==> src/rtl/ahb_wr_mnt.sv <==
`default_nettype none
// ============================================================================
// Module   : ahb_wr_mnt
// Brief    : Passive AHB-Lite write snooper decoding a mailbox (pass/fail
//            verdict, printf character FIFO) and a register-dump window.
// Revision : 1.0 - initial release
// ============================================================================
module ahb_wr_mnt #(
    parameter int                ADDR_W      = 32,
    parameter int                DATA_W      = 32,
    parameter logic [ADDR_W-1:0] MBOX_ADDR   = 32'h20007c50,
    parameter logic [31:0]       PASS_CODE   = 32'h2002,
    parameter logic [31:0]       FAIL_CODE   = 32'h1001,
    parameter int                MARK_REPEAT = 2,
    parameter logic [ADDR_W-1:0] GPR_BASE    = 32'h20007c60,
    parameter int                NUM_GPR     = 16,
    parameter int                CHAR_DEPTH  = 8
) (
    input  logic                       sysclk,
    input  logic                       sysrst_b,
    input  logic                       ahb_hsel,
    input  logic [1:0]                 ahb_htrans,
    input  logic                       ahb_hwrite,
    input  logic [ADDR_W-1:0]          ahb_haddr,
    input  logic [DATA_W-1:0]          ahb_hwdata,
    input  logic                       ahb_hready,
    output logic                       char_vld,
    output logic [7:0]                 char_data,
    input  logic                       char_rdy,
    output logic [7:0]                 char_ovf_cnt,
    output logic                       test_pass,
    output logic                       test_fail,
    output logic                       gpr_done,
    input  logic [$clog2(NUM_GPR)-1:0] gpr_rd_idx,
    output logic [DATA_W-1:0]          gpr_rd_data
);

    localparam int         IDX_W    = $clog2(NUM_GPR);
    localparam int         PTR_W    = $clog2(CHAR_DEPTH);
    localparam logic [3:0] MARK_CNT = 4'(MARK_REPEAT);

    logic                    pend;
    logic [ADDR_W-1:0]       addr_q;
    logic                    accept;
    logic                    complete;

    logic [3:0]              pass_cnt;
    logic [3:0]              fail_cnt;
    logic                    mbox_wr;
    logic                    is_pass;
    logic                    is_fail;

    logic [7:0]              fifo_mem [CHAR_DEPTH];
    logic [PTR_W-1:0]        wr_ptr;
    logic [PTR_W-1:0]        rd_ptr;
    logic [PTR_W:0]          fifo_cnt;
    logic                    fifo_full;
    logic                    push_req;
    logic                    push_ok;
    logic                    pop;
    logic                    drop;

    logic [DATA_W-1:0]       gpr [NUM_GPR];
    logic [ADDR_W-1:0]       gpr_off;
    logic [IDX_W-1:0]        gpr_idx;
    logic                    gpr_hit;

    // Comparing against both active encodings keeps every htrans bit in use.
    assign accept   = ahb_hsel & ahb_hready & ahb_hwrite &
                      ((ahb_htrans == 2'b10) | (ahb_htrans == 2'b11));
    assign complete = pend & ahb_hready;

    always_comb begin
        mbox_wr   = complete & (addr_q == MBOX_ADDR) & ~(test_pass | test_fail);
        is_pass   = (ahb_hwdata == DATA_W'(PASS_CODE));
        is_fail   = (ahb_hwdata == DATA_W'(FAIL_CODE));
        push_req  = mbox_wr & ~is_pass & ~is_fail;
        fifo_full = (fifo_cnt == (PTR_W+1)'(CHAR_DEPTH));
        char_vld  = (fifo_cnt != '0);
        pop       = char_vld & char_rdy;
        push_ok   = push_req & (~fifo_full | pop);
        drop      = push_req & ~push_ok;
        char_data = char_vld ? fifo_mem[rd_ptr] : 8'h00;
        gpr_off   = addr_q - GPR_BASE;
        gpr_idx   = gpr_off[IDX_W+1:2];
        gpr_hit   = complete & (addr_q >= GPR_BASE) &
                    (gpr_off < ADDR_W'(4*NUM_GPR)) & (addr_q[1:0] == 2'b00);
    end

    always_ff @(posedge sysclk or negedge sysrst_b) begin
        if (!sysrst_b) begin
            pend         <= 1'b0;
            addr_q       <= '0;
            pass_cnt     <= '0;
            fail_cnt     <= '0;
            test_pass    <= 1'b0;
            test_fail    <= 1'b0;
            wr_ptr       <= '0;
            rd_ptr       <= '0;
            fifo_cnt     <= '0;
            char_ovf_cnt <= '0;
            gpr_done     <= 1'b0;
            for (int i = 0; i < NUM_GPR; i++) begin
                gpr[i] <= '0;
            end
        end else begin
            // A fresh accept on the completing edge re-arms the data phase.
            if (accept) begin
                pend   <= 1'b1;
                addr_q <= ahb_haddr;
            end else if (complete) begin
                pend   <= 1'b0;
            end

            if (mbox_wr) begin
                if (is_pass) begin
                    pass_cnt <= pass_cnt + 4'd1;
                    fail_cnt <= '0;
                    if (pass_cnt + 4'd1 == MARK_CNT) test_pass <= 1'b1;
                end else if (is_fail) begin
                    fail_cnt <= fail_cnt + 4'd1;
                    pass_cnt <= '0;
                    if (fail_cnt + 4'd1 == MARK_CNT) test_fail <= 1'b1;
                end else begin
                    pass_cnt <= '0;
                    fail_cnt <= '0;
                end
            end

            if (push_ok) wr_ptr <= wr_ptr + PTR_W'(1);
            if (pop)     rd_ptr <= rd_ptr + PTR_W'(1);
            case ({push_ok, pop})
                2'b10:   fifo_cnt <= fifo_cnt + (PTR_W+1)'(1);
                2'b01:   fifo_cnt <= fifo_cnt - (PTR_W+1)'(1);
                default: fifo_cnt <= fifo_cnt;
            endcase
            if (drop && (char_ovf_cnt != 8'hff)) char_ovf_cnt <= char_ovf_cnt + 8'd1;

            if (gpr_hit) begin
                gpr[gpr_idx] <= ahb_hwdata;
                if (gpr_idx == IDX_W'(NUM_GPR-1)) gpr_done <= 1'b1;
            end
        end
    end

    // Character storage needs no reset: char_data is masked while empty.
    always_ff @(posedge sysclk) begin
        if (push_ok) fifo_mem[wr_ptr] <= ahb_hwdata[7:0];
    end

    generate
        if (NUM_GPR == (1 << IDX_W)) begin : g_rd_pow2
            assign gpr_rd_data = gpr[gpr_rd_idx];
        end else begin : g_rd_npow2
            assign gpr_rd_data = (gpr_rd_idx < IDX_W'(NUM_GPR)) ? gpr[gpr_rd_idx] : '0;
        end
    endgenerate

endmodule
`default_nettype wire

==> config.mk <==
export PLATFORM = sky130hd
export DESIGN_NAME = ahb_wr_mnt
export DESIGN_NICKNAME = d
export VERILOG_FILES = /design/src/rtl/ahb_wr_mnt.sv
export SDC_FILE = /design/constraint.sdc
export NUM_CORES = 1
export LEC_CHECK = 0
export CAP_MARGIN = 20
export CORE_ASPECT_RATIO = 1.4
export CORE_UTILIZATION = 53
export DETAILED_ROUTE_END_ITERATION = 12
export PLACE_DENSITY = 0.75
export SKIP_LAST_GASP = 1
export SLEW_MARGIN = 25
export SYNTH_ARGS = -nofsm -noshare
export SYNTH_HDL_FRONTEND = slang
export SYNTH_SLANG_ARGS = --single-unit
==> constraint.sdc <==
create_clock -name sysclk -period 5.74 [get_ports sysclk]
set_input_delay 1.722 -clock sysclk [delete_from_list [all_inputs] [get_ports sysclk]]
set_output_delay 1.722 -clock sysclk [all_outputs]
set_load 0.02 [all_outputs]
---- Word-level counts from Yosys, hierarchy flattened ----
Memories as Yosys holds them, arrays and structs flattened.
Cells that the tools add are included.
operators by class
  $add $sub $neg .......................... 8
  magnitude comparators ................... 5
  equality and inequality tests ........... 12
  mux-type cells .......................... 15
  bitwise operators ....................... 24
  reductions and logical operators ........ 9
operators by type and width
  cell                    number
  $bwmux 512              1
  $bmux 32 s4             1
  $demux 32 s4            1
  $mux 32                 3
  $eq 32x13->1 const B    1
  $eq 32x14->1 const B    1
  $eq 32x30->1 const B    1
  $ge 32x30->1 const B    1
  $lt 32x7->1 const B     1
  $sub 32x30->32 const B  1
  $and 1x1->1             14
  $add 4x1->4 const B     3
  $mux 4                  3
  $ge 5x5->1 const B      2
  $not 4->5               2
  $add 8x1->8 const B     1
  $eq 4x2->1 const B      2
  $eq 4x4->1 const B      2
  $mux 8                  1
  $ne 8x8->1 const B      1
  $pmux 4 s2              1
  $add 3x1->3 const B     2
  $eq 2x2->1 const B      3
  $lt 5x1->1 const B      1
  other kinds (12)        23
storage, ports and cells
  register bits after elaboration ......... 574
  memory bits (writable) .................. 64
  output and inout bits ................... 52
  word-level logic and storage cells ...... 101
  memories ................................ 1
memory list
  memory    depth  width  read ports  clocked after Yosys merged registers in  write ports  RTL line  RTL
  fifo_mem  8      8      1           0                                        1            53        logic [7:0] fifo_mem [CHAR_DEPTH];

---- Depth between registers and ports, before layout ----
  word-level depth ........................ 9
  depth in mapped cells ................... 12
  mapped depth without buffers ............ 10

---- Least setup slack after synthesis ----
No wires, ideal clock.
  path type ............................... input -> output
  start ................................... input gpr_rd_idx[0]
  end ..................................... output gpr_rd_data[11]
  arrival ................................. 3.863 ns
  data required time ...................... 4.018 ns
  path slack .............................. 0.155 ns
  stages on the path ...................... 4
  buffers on the path ..................... 2
  cells stage by stage .................... clkbuf_1 -> buf_1 -> mux4_2 -> mux4_2
between the ends
  word-level cells in the longest chain between the ends .. 4
RTL lines
  element                                     RTL line  RTL
  start, declared                             34        input logic [$clog2(NUM_GPR)-1:0] gpr_rd_idx,
  $not 4->5 (not written as such)             153       assign gpr_rd_data = gpr[gpr_rd_idx];
  $bmux 32 s4                                 153
  $mux 32 (not written as such) (2 in a row)  153
  end, declared                               35        output logic [DATA_W-1:0] gpr_rd_data
No other way between the ends. The select of a mux whose other input is x is not followed.

---- Worst setup path after layout ----
  start ................................... input gpr_rd_idx[0]
  end ..................................... output gpr_rd_data[5]
Same word-level chain as after synthesis.

==> results.json <==
{
  "synth_seq_cells": 638,
  "grt_max_degree": 119,
  "synthArstFlopShare_pct": 90.0,
  "worst-path-max-fanout": 15,
  "fp.dieH_um": 278,
  "rr_startpoint": "addr_q[5]$_DFFE_PN0P_",
  "rsz0062_at_grt": "no",
  "clockBufferDepth": 3,
  "ant_nets": 0,
  "path_class": "input pin to output pin",
  "cts.clk_slew.worst_paths_ps": 60,
  "finalCritPeriodShare_pct": 97.6,
  "avgSynthCellArea_um2": 16.4,
  "synth_cell_types": 54,
  "io_pins": 128,
  "fillCellCount": 3860,
  "status": "finished, final reports clean",
  "yosysWarnings": 0,
  "diodes": 0,
  "r2r-end": "gpr[239]$_DFFE_PN0P_",
  "drt-initial-drc-count": 984,
  "vias": 16171,
  "hold_viol_final": 0,
  "multi_input_area_mm2": 0.0119,
  "setup.worst_path.end_class": "output pin",
  "die_x_um": 199,
  "ctsResizeCount": 0,
  "avgViaCountPerCell": 6.05,
  "min_period_ps": 5600,
  "timing.hold.worst_path_depth": 1,
  "grt_pass1_vias": 17682,
  "wl_per_cell_um": 24.5,
  "antenna_found_initial": 1,
  "hold_start": "gpr_done$_DFFE_PN0P_",
  "final_nets": 1998,
  "io_buffers": 126,
  "start_util_pct": 53.9,
  "drive_gt1_share_pct": 46.6,
  "worstPathArrival_ps": 3880,
  "grt.total_usage_pct": 24.8,
  "clock-root-buffer": "clkbuf_16",
  "synth-edff-count": 64,
  "hold_end": "gpr_done$_DFFE_PN0P_",
  "drc_errors": 0,
  "slew_viol_final": 0,
  "gp_congestion": 0.818,
  "holdBufCountCts": 0,
  "hp-class": "flop to flop",
  "grt_overflow_total": 0,
  "num_rows": 100,
  "skew_ps": 14.6,
  "die_area_mm2": 0.0552,
  "fin_ws_ps": 138,
  "drtPass1Iterations": 6,
  "place_hpwl_mm": 39.6,
  "max_freq_mhz": 179,
  "cts_tree": "done",
  "cts.htree.levels": 2,
  "cts_setup_buffers": 0,
  "most-common-layout-cells": "dfrtp_1 (573), mux2_2 (523), mux4_2 (176)",
  "worstMarginPinSlew_ps": 949,
  "synthCells": 1753,
  "ys_seq_area_share_pct": 56.6,
  "area_growth_pct": 15.8,
  "r2r_cells": 9,
  "core_area_mm2": 0.0534,
  "syn-cell-area_mm2": 0.0288,
  "ir_drop_uv": 232,
  "r2r_slack_ps": 1850,
  "grt_first_pass_wirelength_mm": 104,
  "cp-start-kind": "input pin",
  "slew_headroom_pct": 36.7,
  "drt_wl_total_mm": 65.4,
  "required_ps": 4020,
  "synth_ff_type": "dfrtp_1",
  "cts_num_sinks": 638,
  "post-place-ws_ps": 112,
  "drv_cap": 0,
  "fin_total_pwr_uw": 9690,
  "clkLatencyLatePin_ps": 610,
  "power.density_mw_per_mm2": 291,
  "syn-num-nets": 1840,
  "ff_latch_area_mm2": 0.0163,
  "cts_buffers": 60,
  "leakagePower_uw": 0.0157,
  "tns_ps": 0,
  "final_common_cell": "dfrtp_1",
  "setup_violations": 0
}
[flip-flops by register name (all words and copies together), names as in the netlist, 3 cells and up]
signal and count:
rd_ptr 3, pass_cnt 4, addr_q 32, fail_cnt 4
wr_ptr 3, char_ovf_cnt 8, gpr 512, fifo_mem 64
fifo_cnt 4
[cells in the mapped netlist (all sizes together), types with 12 or more instances]
master	instances	share of area (%)
mux4	176	14
nor2	30	0.39
clkbuf	66	0.87
dfrtp	574	50
nand4	25	0.83
o21ai	16	0.28
buf	65	1.2
mux2	548	21
nand3	12	0.21
nor3	16	0.28
edfxtp	64	6.7
nor4	17	0.37
mux2i	12	0.42
nand2	22	0.29
[per-stage QoR]
stage | cells | instance area (um^2) | hold WS, ps | utilization (%)
6_report | 2673 | 33300 | 463 | 62.4
3_5_place_dp | 2562 | 31400 | 454 | 58.7
4_1_cts | 2672 | 33300 | 468 | 62.3
3_3_place_gp | 2562 | 31400 | 453 | 58.7
5_1_grt | 2673 | 33300 | 479 | 62.4
2_1_floorplan | 1753 | 28800 | 459 | -
[kinds of logic (layout without fill, tap and decap cells)]
| group | count (synthesis) | in the layout | synth area share [%] |
|---|---|---|---|
| buffers and inverters | 142 | 348 | 2.17 |
| xor gates and xnor gates | 20 | 20 | 0.609 |
| and+or+nand+nor | 160 | 160 | 3.31 |
| adders and majority gates | 11 | 11 | 0.504 |
| DFF | 638 | 638 | 56.6 |
| muxes | 736 | 736 | 35.6 |
| AOI/OAI and AO/OA | 46 | 46 | 1.16 |
[area by class of cell]
class / instances / share of cell area, %
sequential: 638 / 48.9
multi-input combinational: 973 / 35.7
timing repair buffer: 227 / 6.82
clock buffer: 90 / 5.27
clock inverter: 20 / 0.492
inverter: 11 / 0.124
tap: 714 / 2.68
[power breakdown]
part / leakage [uW] / switching, uW / internal (uW)
Combinational: 0.00621 / 492 / 495
Sequential: 0.00851 / 180 / 4640
Clock: 0.000945 / 1690 / 2200
[layer usage]
| metal | up-vias | track usage [%] | routed length, um | share of wire (%) |
|---|---|---|---|---|
| met1 | 8685 | 32.3 | 26400 | 40 |
| li1 | 7004 | - | - | - |
| met4 | 2 | 6.49 | 1530 | 2.3 |
| met3 | 122 | 3.45 | 2660 | 4.1 |
| met2 | 358 | 43.5 | 34800 | 53 |
| met5 | - | 0 | 11 | 0.017 |
[critical path: stages]
cell and delay, ps:
clkbuf_8 140, buf_12 190, buf_4 220, mux4_2 520
mux4_2 520, clkdlybuf4s50_1 560
[worst max path at each step]
stage | depth (start not counted) | endpoint | start | slack (ps)
detailed placement | 6 | gpr_rd_data[5] | gpr_rd_idx[0] | 110
CTS | 6 | gpr_rd_data[5] | gpr_rd_idx[0] | 110
global placement | 6 | gpr_rd_data[5] | gpr_rd_idx[0] | 120
global route | 6 | gpr_rd_data[5] | gpr_rd_idx[0] | 90
floorplan | 4 | gpr_rd_data[11] | gpr_rd_idx[0] | 160
finish | 6 | gpr_rd_data[5] | gpr_rd_idx[0] | 140
Power figures use the tool's default switching activity.
